### src/rtl/pedal_pkg.sv
// Shared types and helpers for the multi-tap delay / looper.
// Holds FSM states, loop-mode codes and the saturating clamp.
package pedal_pkg;

    typedef enum logic [1:0] {
        ST_IDLE,
        ST_READ,
        ST_DRAIN,
        ST_WRITE
    } state_t;

    localparam logic [1:0] LOOP_DELAY = 2'b00;
    localparam logic [1:0] LOOP_REC   = 2'b01;
    localparam logic [1:0] LOOP_PLAY  = 2'b10;

    localparam int GAIN_ONE = 128;

    function automatic logic signed [63:0] saturate(
        input logic signed [63:0] v,
        input int                 w
    );
        logic signed [63:0] hi;
        logic signed [63:0] lo;
        hi = (64'sd1 <<< (w - 1)) - 64'sd1;
        lo = -(64'sd1 <<< (w - 1));
        if (v > hi) return hi;
        if (v < lo) return lo;
        return v;
    endfunction

endpackage

### src/rtl/pedal_tap_mac.sv
// Shared multiply-accumulate for all taps: acc += (sample * gain) >>> (GAIN_W-1).
// sum exposes the post-add value so the final tap can be used the same cycle.
module pedal_tap_mac #(
    parameter int DATA_W = 16,
    parameter int GAIN_W = 8,
    parameter int ACC_W  = 27
) (
    input  logic                     clk,
    input  logic                     rst_n,
    input  logic                     clr,
    input  logic                     en,
    input  logic signed [DATA_W-1:0] sample,
    input  logic [GAIN_W-1:0]        gain,
    output logic signed [ACC_W-1:0]  sum
);
    logic signed [DATA_W+GAIN_W:0] prod;
    logic signed [DATA_W+GAIN_W:0] shf;
    logic signed [ACC_W-1:0]       term;
    logic signed [ACC_W-1:0]       acc;

    assign prod = sample * $signed({1'b0, gain});
    assign shf  = prod >>> (GAIN_W - 1);
    assign term = ACC_W'(shf);
    assign sum  = en ? acc + term : acc;

    always_ff @(posedge clk or negedge rst_n) begin
        if (!rst_n) begin
            acc <= '0;
        end else if (clr) begin
            acc <= '0;
        end else if (en) begin
            acc <= sum;
        end
    end

endmodule

### src/rtl/pedal_multitap_delay.sv
// Multi-tap SRAM delay with feedback; one tap read per cycle, then write-back.
// Optional looper (record/play) when PEDAL_LOOPER_EN is defined.
module pedal_multitap_delay
    import pedal_pkg::*;
#(
    parameter int DATA_W   = 16,
    parameter int ADDR_W   = 15,
    parameter int NUM_TAPS = 4,
    parameter int GAIN_W   = 8
) (
    input  logic                       clk,
    input  logic                       rst_n,
    input  logic                       sample_valid,
    input  logic signed [DATA_W-1:0]   sample_in,
    input  logic [NUM_TAPS*ADDR_W-1:0] tap_delay,
    input  logic [NUM_TAPS*GAIN_W-1:0] tap_gain,
    input  logic [GAIN_W-1:0]          fb_gain,
    input  logic                       bypass,
    input  logic                       clear_overrun,
    output logic                       mem_csb,
    output logic                       mem_web,
    output logic [ADDR_W-1:0]          mem_addr,
    output logic signed [DATA_W-1:0]   mem_din,
    input  logic signed [DATA_W-1:0]   mem_dout,
    output logic signed [DATA_W-1:0]   sample_out,
    output logic                       out_valid,
    output logic                       busy,
    output logic                       overrun
`ifdef PEDAL_LOOPER_EN
    ,
    input  logic [1:0]                 loop_mode,
    output logic [ADDR_W-1:0]          loop_len
`endif
);
    localparam int ACC_W = DATA_W + GAIN_W + $clog2(NUM_TAPS) + 1;
    localparam int IDX_W = (NUM_TAPS > 1) ? $clog2(NUM_TAPS) : 1;
    localparam logic [GAIN_W-1:0] UNITY = GAIN_W'(1 << (GAIN_W - 1));

    state_t                     state;
    logic [IDX_W-1:0]           idx;
    logic [ADDR_W-1:0]          wr_ptr;
    logic [ADDR_W-1:0]          play_ptr;
    logic [ADDR_W-1:0]          len_q;
    logic [NUM_TAPS*ADDR_W-1:0] dly_q;
    logic [NUM_TAPS*GAIN_W-1:0] gain_q;
    logic [GAIN_W-1:0]          fb_q;
    logic [GAIN_W-1:0]          show_gain;
    logic [GAIN_W-1:0]          pend_gain;
    logic signed [DATA_W-1:0]   dry_q;
    logic                       byp_q;
    logic                       show_rd;
    logic                       pend_en;
    logic [1:0]                 mode_in;
    logic [1:0]                 mode_q;
    logic signed [ACC_W-1:0]    acc_next;

`ifdef PEDAL_LOOPER_EN
    assign mode_in  = loop_mode;
    assign loop_len = len_q;
`else
    assign mode_in  = LOOP_DELAY;
`endif

    pedal_tap_mac #(
        .DATA_W(DATA_W),
        .GAIN_W(GAIN_W),
        .ACC_W (ACC_W)
    ) u_mac (
        .clk   (clk),
        .rst_n (rst_n),
        .clr   (state == ST_IDLE),
        .en    (pend_en),
        .sample(mem_dout),
        .gain  (pend_gain),
        .sum   (acc_next)
    );

    // Address/enable of the tap to present on the next cycle.
    int                nxt;
    logic [1:0]        cur_mode;
    logic [ADDR_W-1:0] cur_dly;
    logic [GAIN_W-1:0] cur_gain;
    logic [GAIN_W-1:0] cur_geff;
    logic [ADDR_W-1:0] cur_addr;
    logic [ADDR_W-1:0] base_wr;
    logic [ADDR_W-1:0] base_play;
    logic              cur_rd;
    logic              enter_rec;
    logic              leave_rec;

    always_comb begin
        nxt = (state == ST_READ) ? int'(idx) + 1 : 0;
        if (nxt >= NUM_TAPS) nxt = 0;
        if (state == ST_IDLE) begin
            cur_mode = mode_in;
            cur_dly  = tap_delay[nxt*ADDR_W +: ADDR_W];
            cur_gain = tap_gain[nxt*GAIN_W +: GAIN_W];
        end else begin
            cur_mode = mode_q;
            cur_dly  = dly_q[nxt*ADDR_W +: ADDR_W];
            cur_gain = gain_q[nxt*GAIN_W +: GAIN_W];
        end
        enter_rec = (state == ST_IDLE) && (mode_in == LOOP_REC)
                  && (mode_q != LOOP_REC);
        leave_rec = (state == ST_IDLE) && (mode_in != LOOP_REC)
                  && (mode_q == LOOP_REC);
        base_wr   = (enter_rec || leave_rec) ? '0 : wr_ptr;
        base_play = leave_rec ? '0 : play_ptr;
        cur_rd    = 1'b0;
        cur_geff  = cur_gain;
        cur_addr  = base_wr - cur_dly;
        unique case (1'b1)
            (cur_mode == LOOP_DELAY): begin
                cur_rd = (cur_dly != '0) && (cur_gain != '0);
            end
            (cur_mode == LOOP_PLAY): begin
                cur_rd   = (nxt == 0) && (len_q != '0);
                cur_addr = base_play;
                cur_geff = UNITY;
            end
            default: cur_rd = 1'b0;
        endcase
    end

    logic signed [63:0]       wet_w;
    logic signed [63:0]       dry_w;
    logic signed [63:0]       fb_w;
    logic signed [DATA_W-1:0] mix;
    logic signed [DATA_W-1:0] echo;
    logic                     pass_dry;

    assign wet_w    = 64'(acc_next);
    assign dry_w    = 64'(dry_q);
    assign fb_w     = (wet_w * $signed(64'(fb_q))) >>> (GAIN_W - 1);
    assign mix      = DATA_W'(saturate(dry_w + wet_w, DATA_W));
    assign echo     = DATA_W'(saturate(dry_w + fb_w, DATA_W));
    assign pass_dry = byp_q || (mode_q == LOOP_REC);

    always_ff @(posedge clk or negedge rst_n) begin
        if (!rst_n) begin
            state      <= ST_IDLE;
            idx        <= '0;
            wr_ptr     <= '0;
            play_ptr   <= '0;
            len_q      <= '0;
            dly_q      <= '0;
            gain_q     <= '0;
            fb_q       <= '0;
            dry_q      <= '0;
            byp_q      <= 1'b0;
            mode_q     <= LOOP_DELAY;
            show_rd    <= 1'b0;
            show_gain  <= '0;
            pend_en    <= 1'b0;
            pend_gain  <= '0;
            mem_csb    <= 1'b1;
            mem_web    <= 1'b1;
            mem_addr   <= '0;
            mem_din    <= '0;
            sample_out <= '0;
            out_valid  <= 1'b0;
            busy       <= 1'b0;
        end else begin
            pend_en   <= (state == ST_READ) && show_rd;
            pend_gain <= show_gain;
            out_valid <= 1'b0;
            unique case (state)
                ST_IDLE: begin
                    if (sample_valid) begin
                        dry_q     <= sample_in;
                        dly_q     <= tap_delay;
                        gain_q    <= tap_gain;
                        fb_q      <= fb_gain;
                        byp_q     <= bypass;
                        mode_q    <= mode_in;
                        wr_ptr    <= base_wr;
                        play_ptr  <= base_play;
                        if (enter_rec) len_q <= '0;
                        idx       <= '0;
                        busy      <= 1'b1;
                        state     <= ST_READ;
                        mem_csb   <= !cur_rd;
                        mem_web   <= 1'b1;
                        mem_addr  <= cur_addr;
                        show_rd   <= cur_rd;
                        show_gain <= cur_geff;
                    end
                end
                ST_READ: begin
                    if (int'(idx) == NUM_TAPS - 1) begin
                        state   <= ST_DRAIN;
                        mem_csb <= 1'b1;
                        show_rd <= 1'b0;
                    end else begin
                        idx       <= idx + IDX_W'(1);
                        mem_csb   <= !cur_rd;
                        mem_addr  <= cur_addr;
                        show_rd   <= cur_rd;
                        show_gain <= cur_geff;
                    end
                end
                ST_DRAIN: begin
                    state      <= ST_WRITE;
                    out_valid  <= 1'b1;
                    sample_out <= pass_dry ? dry_q : mix;
                    if (mode_q != LOOP_PLAY) begin
                        mem_csb  <= 1'b0;
                        mem_web  <= 1'b0;
                        mem_addr <= wr_ptr;
                        mem_din  <= pass_dry ? dry_q : echo;
                    end
                end
                ST_WRITE: begin
                    state   <= ST_IDLE;
                    busy    <= 1'b0;
                    mem_csb <= 1'b1;
                    mem_web <= 1'b1;
                    if (mode_q == LOOP_PLAY) begin
                        play_ptr <= (play_ptr + ADDR_W'(1) == len_q)
                                  ? '0 : play_ptr + ADDR_W'(1);
                    end else begin
                        wr_ptr <= wr_ptr + ADDR_W'(1);
                    end
                    if (mode_q == LOOP_REC && len_q != '1) begin
                        len_q <= len_q + ADDR_W'(1);
                    end
                end
            endcase
        end
    end

    // A strobe while busy is dropped; a set beats a simultaneous clear.
    always_ff @(posedge clk or negedge rst_n) begin
        if (!rst_n) begin
            overrun <= 1'b0;
        end else if (sample_valid && state != ST_IDLE) begin
            overrun <= 1'b1;
        end else if (clear_overrun) begin
            overrun <= 1'b0;
        end
    end

endmodule
### config.mk
export PLATFORM = sky130hd
export DESIGN_NAME = pedal_multitap_delay
export DESIGN_NICKNAME = d
export VERILOG_FILES = /design/src/rtl/pedal_pkg.sv /design/src/rtl/pedal_tap_mac.sv /design/src/rtl/pedal_multitap_delay.sv
export SDC_FILE = /design/constraint.sdc
export NUM_CORES = 2
export LEC_CHECK = 0
export ABC_CLOCK_PERIOD_IN_PS = 35100
export CORE_MARGIN = 4
export CORE_UTILIZATION = 50
export CTS_CLUSTER_DIAMETER = 120
export DETAILED_ROUTE_END_ITERATION = 12
export PLACE_DENSITY = 0.72
export SETUP_SLACK_MARGIN = 0.15
export SLEW_MARGIN = 20
export SYNTH_ARGS = -nofsm -noshare
export SYNTH_HDL_FRONTEND = slang
export SYNTH_SLANG_ARGS = --single-unit
### constraint.sdc
create_clock -name clk -period 35.1 [get_ports clk]
set_input_delay 3.51 -clock clk [delete_from_list [all_inputs] [get_ports clk]]
set_output_delay 3.51 -clock clk [all_outputs]
set_load 0.02 [all_outputs]
==> key figures <==
Layout
  – Most common cell after layout, fill and taps aside: inv_1
  – # nets final: 3860
  – Non-Filler Instances: between 4000 and 5000
  – Layout cells sized above 1: 10.3%
  – Most frequent cells in the layout: inv_1, nand2_1, fa_1
  – Area Overhead vs Synth: 12.0%

CTS
  – CTS tree: built
  – Worst skew pair latency: a little under 0.6 ns
  – CTS Buf Count: 27
  – Clock sinks: between 200 and 250
  – Clock Tree Buf Depth: 3
  – Root buffer cell: clkbuf_16
  – Hold-fix buffers, CTS: 0
  – # H-tree levels: 1
  – Post_cts resized: 0
  – Worst-path clk slew: 0.06 ns
  – Post-CTS Setup Inserts: 0

Die
  – Rows: 89
  – Starting Density: 50.3%
  – Die Ht: 252 um
  – Die width: roughly 250 um
  – Ports: around 190
  – Floorplan core area: 0.0589 mm^2
  – Full die area: 0.0633 mm^2

Drt
  – Final Routed Wirelength: 73500 um
  – DR vias: approximately 23000
  – Vias per cell: roughly 5.7
  – Initial DRC Count: 1445
  – Initial DRT Pass Iterations: 5
  – DRT antenna net count: 0
  – DRC violations left: 0
  – WL/cell: about 18 um

Placed design
  – IO buf count: between 150 and 200
  – Gp weighted congestion: 0.860
  – Hpwl dp: 56200 um
  – Placed cells: 3963

Critical path
  – Startpoint types: primary input
  – CP max FO: 11
  – Reg2Reg Launch Point: pend_gain[4]$_DFF_PN0_
  – WP data arrival: ~18 ns
  – Crit Path Class: primary input to register
  – Max stage delay on crit path: 0.69 ns
  – Delay-heaviest family, CP: adder cells
  – Slowest CP cell: nor2_1
  – CP most frequent cell: fa_1
  – Kind of end point of the critical path: register
  – Worst setup startpoint: mem_dout[3]
  – Critical Path RT: roughly 36 ns
  – Worst path bufs/invs: 7

Timing
  – Hold Vio Cnt, Final: 0
  – Minimum clock period after layout: 17.62 ns
  – Final setup viols: 0
  – Worst rel slew slack: 30.6%
  – Worst Tran Pin Value: 1.04 ns
  – Final Cycle Share: 50.2%
  – Unrepaired setup endpoints after global routing: no
  – Clock Skews: 0.0139 ns
  – Sum Neg Setup Slack: 0 ns
  – Max Slew Vio Count: 0
  – Fmax: 0.0568 GHz

Min path
  – Hold WC Path Type: register to register
  – Hold Crit Start: show_gain[6]$_DFFE_PN0P_

Global route
  – Pin count of the biggest net entering global routing: about 110
  – First-pass GRT wire length: 123000 um
  – Initial antenna violation count: 3
  – Number of global-route vias before repair: 23300
  – All-Layer GR Usage: 23.5%
  – Total gr overflow: 0

Yosys
  – Warnings, synthesis: 0
  – Async set or reset register ratio after synthesis: 100%
  – Mapped Cells: 3096
  – Post-Syn Area per Cell: 9.58 um^2
  – #FFs+latches synth: 233
  – Post-Syn Area: between 0.02 and 0.03 mm^2
  – Sequential cell area fraction in the yosys report: slightly below 20%
  – Post-synth EDFFs: 0
  – Main synth FF type: dfrtp_1
  – Unique masters post-synth: 90
  – Post-synth net total: between 3000 and 4000

Flow run
  – Max-Cap Viols: 0

Outcome
  – Outcome: completed
-- sequential cells by signal, indices dropped and copies added (netlist names), 8 cells and up --
| signal | count |
|---|---|
| mem_addr | 15 |
| show_gain | 8 |
| pend_gain | 8 |
| u_mac.acc | 27 |
| mem_din | 16 |
| dly_q | 60 |
| wr_ptr | 15 |
| gain_q | 32 |
| dry_q | 16 |
| fb_q | 8 |
| sample_out | 16 |
-- logic make-up (layout without fill, tap and decap cells) --
group | Yosys count | in the layout | share of synthesized area [%]
mux | 294 | 294 | 14.7
simple gates | 868 | 868 | 14.5
xor+xnor | 134 | 134 | 4.24
other cells | 0 | 3 | 0
flops | 233 | 233 | 19.7
buf+inv | 553 | 697 | 7.37
compound gates | 510 | 510 | 11.4
fa+ha+maj | 504 | 504 | 28.1
-- final cells by class --
type / count / area (um^2)
diodes: 3 / 7.51
clock buffers: 31 / 711
clock inverters: 19 / 312
fillers: 5143 / 25700
inverters: 437 / 1650
multi-input cells: 2310 / 21700
flip-flops and latches: 233 / 5830
well taps: 773 / 967
repair buffers: 210 / 2050
-- routing by layer --
layer / GRT usage, % / vias to the layer above / share of wire (%)
met3: 3.80 / 98 / 6.5
met2: 35.8 / 717 / 45
met4: 5.12 / 0 / 1.9
met1: 35.5 / 11400 / 47
met5: 0 / - / 0
li1: - / 10800 / -
-- Yosys cell counts, types with 19 or more instances --
| cell | number | area, um^2 |
|---|---|---|
| nor3_1 | 31 | 155 |
| xnor2_1 | 90 | 788 |
| nand2_1 | 306 | 1150 |
| clkbuf_1 | 73 | 274 |
| inv_1 | 434 | 1630 |
| mux2_2 | 140 | 1580 |
| nor2b_1 | 48 | 300 |
| o21a_1 | 36 | 270 |
| nand3_1 | 46 | 230 |
| o21bai_1 | 20 | 150 |
| mux2i_1 | 56 | 561 |
| nor2_1 | 135 | 507 |
| xor2_1 | 38 | 333 |
| fa_1 | 268 | 5370 |
| nand4_1 | 23 | 144 |
| o21ai_0 | 87 | 435 |
| a21oi_1 | 143 | 716 |
| a21o_1 | 56 | 420 |
| nand2b_1 | 33 | 206 |
| o211ai_1 | 20 | 150 |
| dfrtp_1 | 231 | 5780 |
| buf_1 | 19 | 71.3 |
| and2_1 | 177 | 1110 |
| ha_1 | 236 | 2950 |
| and3_1 | 19 | 119 |
| mux4_2 | 81 | 1820 |
| o221ai_1 | 26 | 228 |
-- per-stage QoR --
step	worst slack [ns]	utilization (%)	instance area (um^2)	hold WS, ns
finish	17.48	56.4	33200	0.376
detailed placement	16.89	54.6	32200	0.363
global placement	17.24	54.6	32200	0.360
CTS	17.46	56.4	33200	0.377
floorplan	19.48	-	29700	0.354
global route	16.27	56.4	33200	0.388
-- worst reg2reg max path, delay by kind of cell (launching register included) --
kind            cells  cell delay (ns)
mux                 2             0.45
simple gates       12             2.66
compound gates     21             4.56
xor+xnor            3             0.54
buf+inv             6             0.33
fa+ha+maj          12             5.34
flops               1             0.71
-- worst paths after layout --
kind / to / slack [ns] / depth (start not counted)
setup / recovery: mem_din[7]$_DFFE_PN0P_ / 17.48 / 57
hold / removal: pend_gain[6]$_DFF_PN0_ / 0.38 / 0
setup reg to reg: mem_din[7]$_DFFE_PN0P_ / 20.33 / 56
hold reg to reg: pend_gain[6]$_DFF_PN0_ / 0.38 / 0
max in group asynchronous: mem_addr[1]$_DFFE_PN0P_ / 30.78 / 2
min in group asynchronous: gain_q[14]$_DFFE_PN0P_ / 2.92 / 1
Power is not shown: default switching activity piles up to over one toggle a cycle in this logic, so the estimate is an artifact.
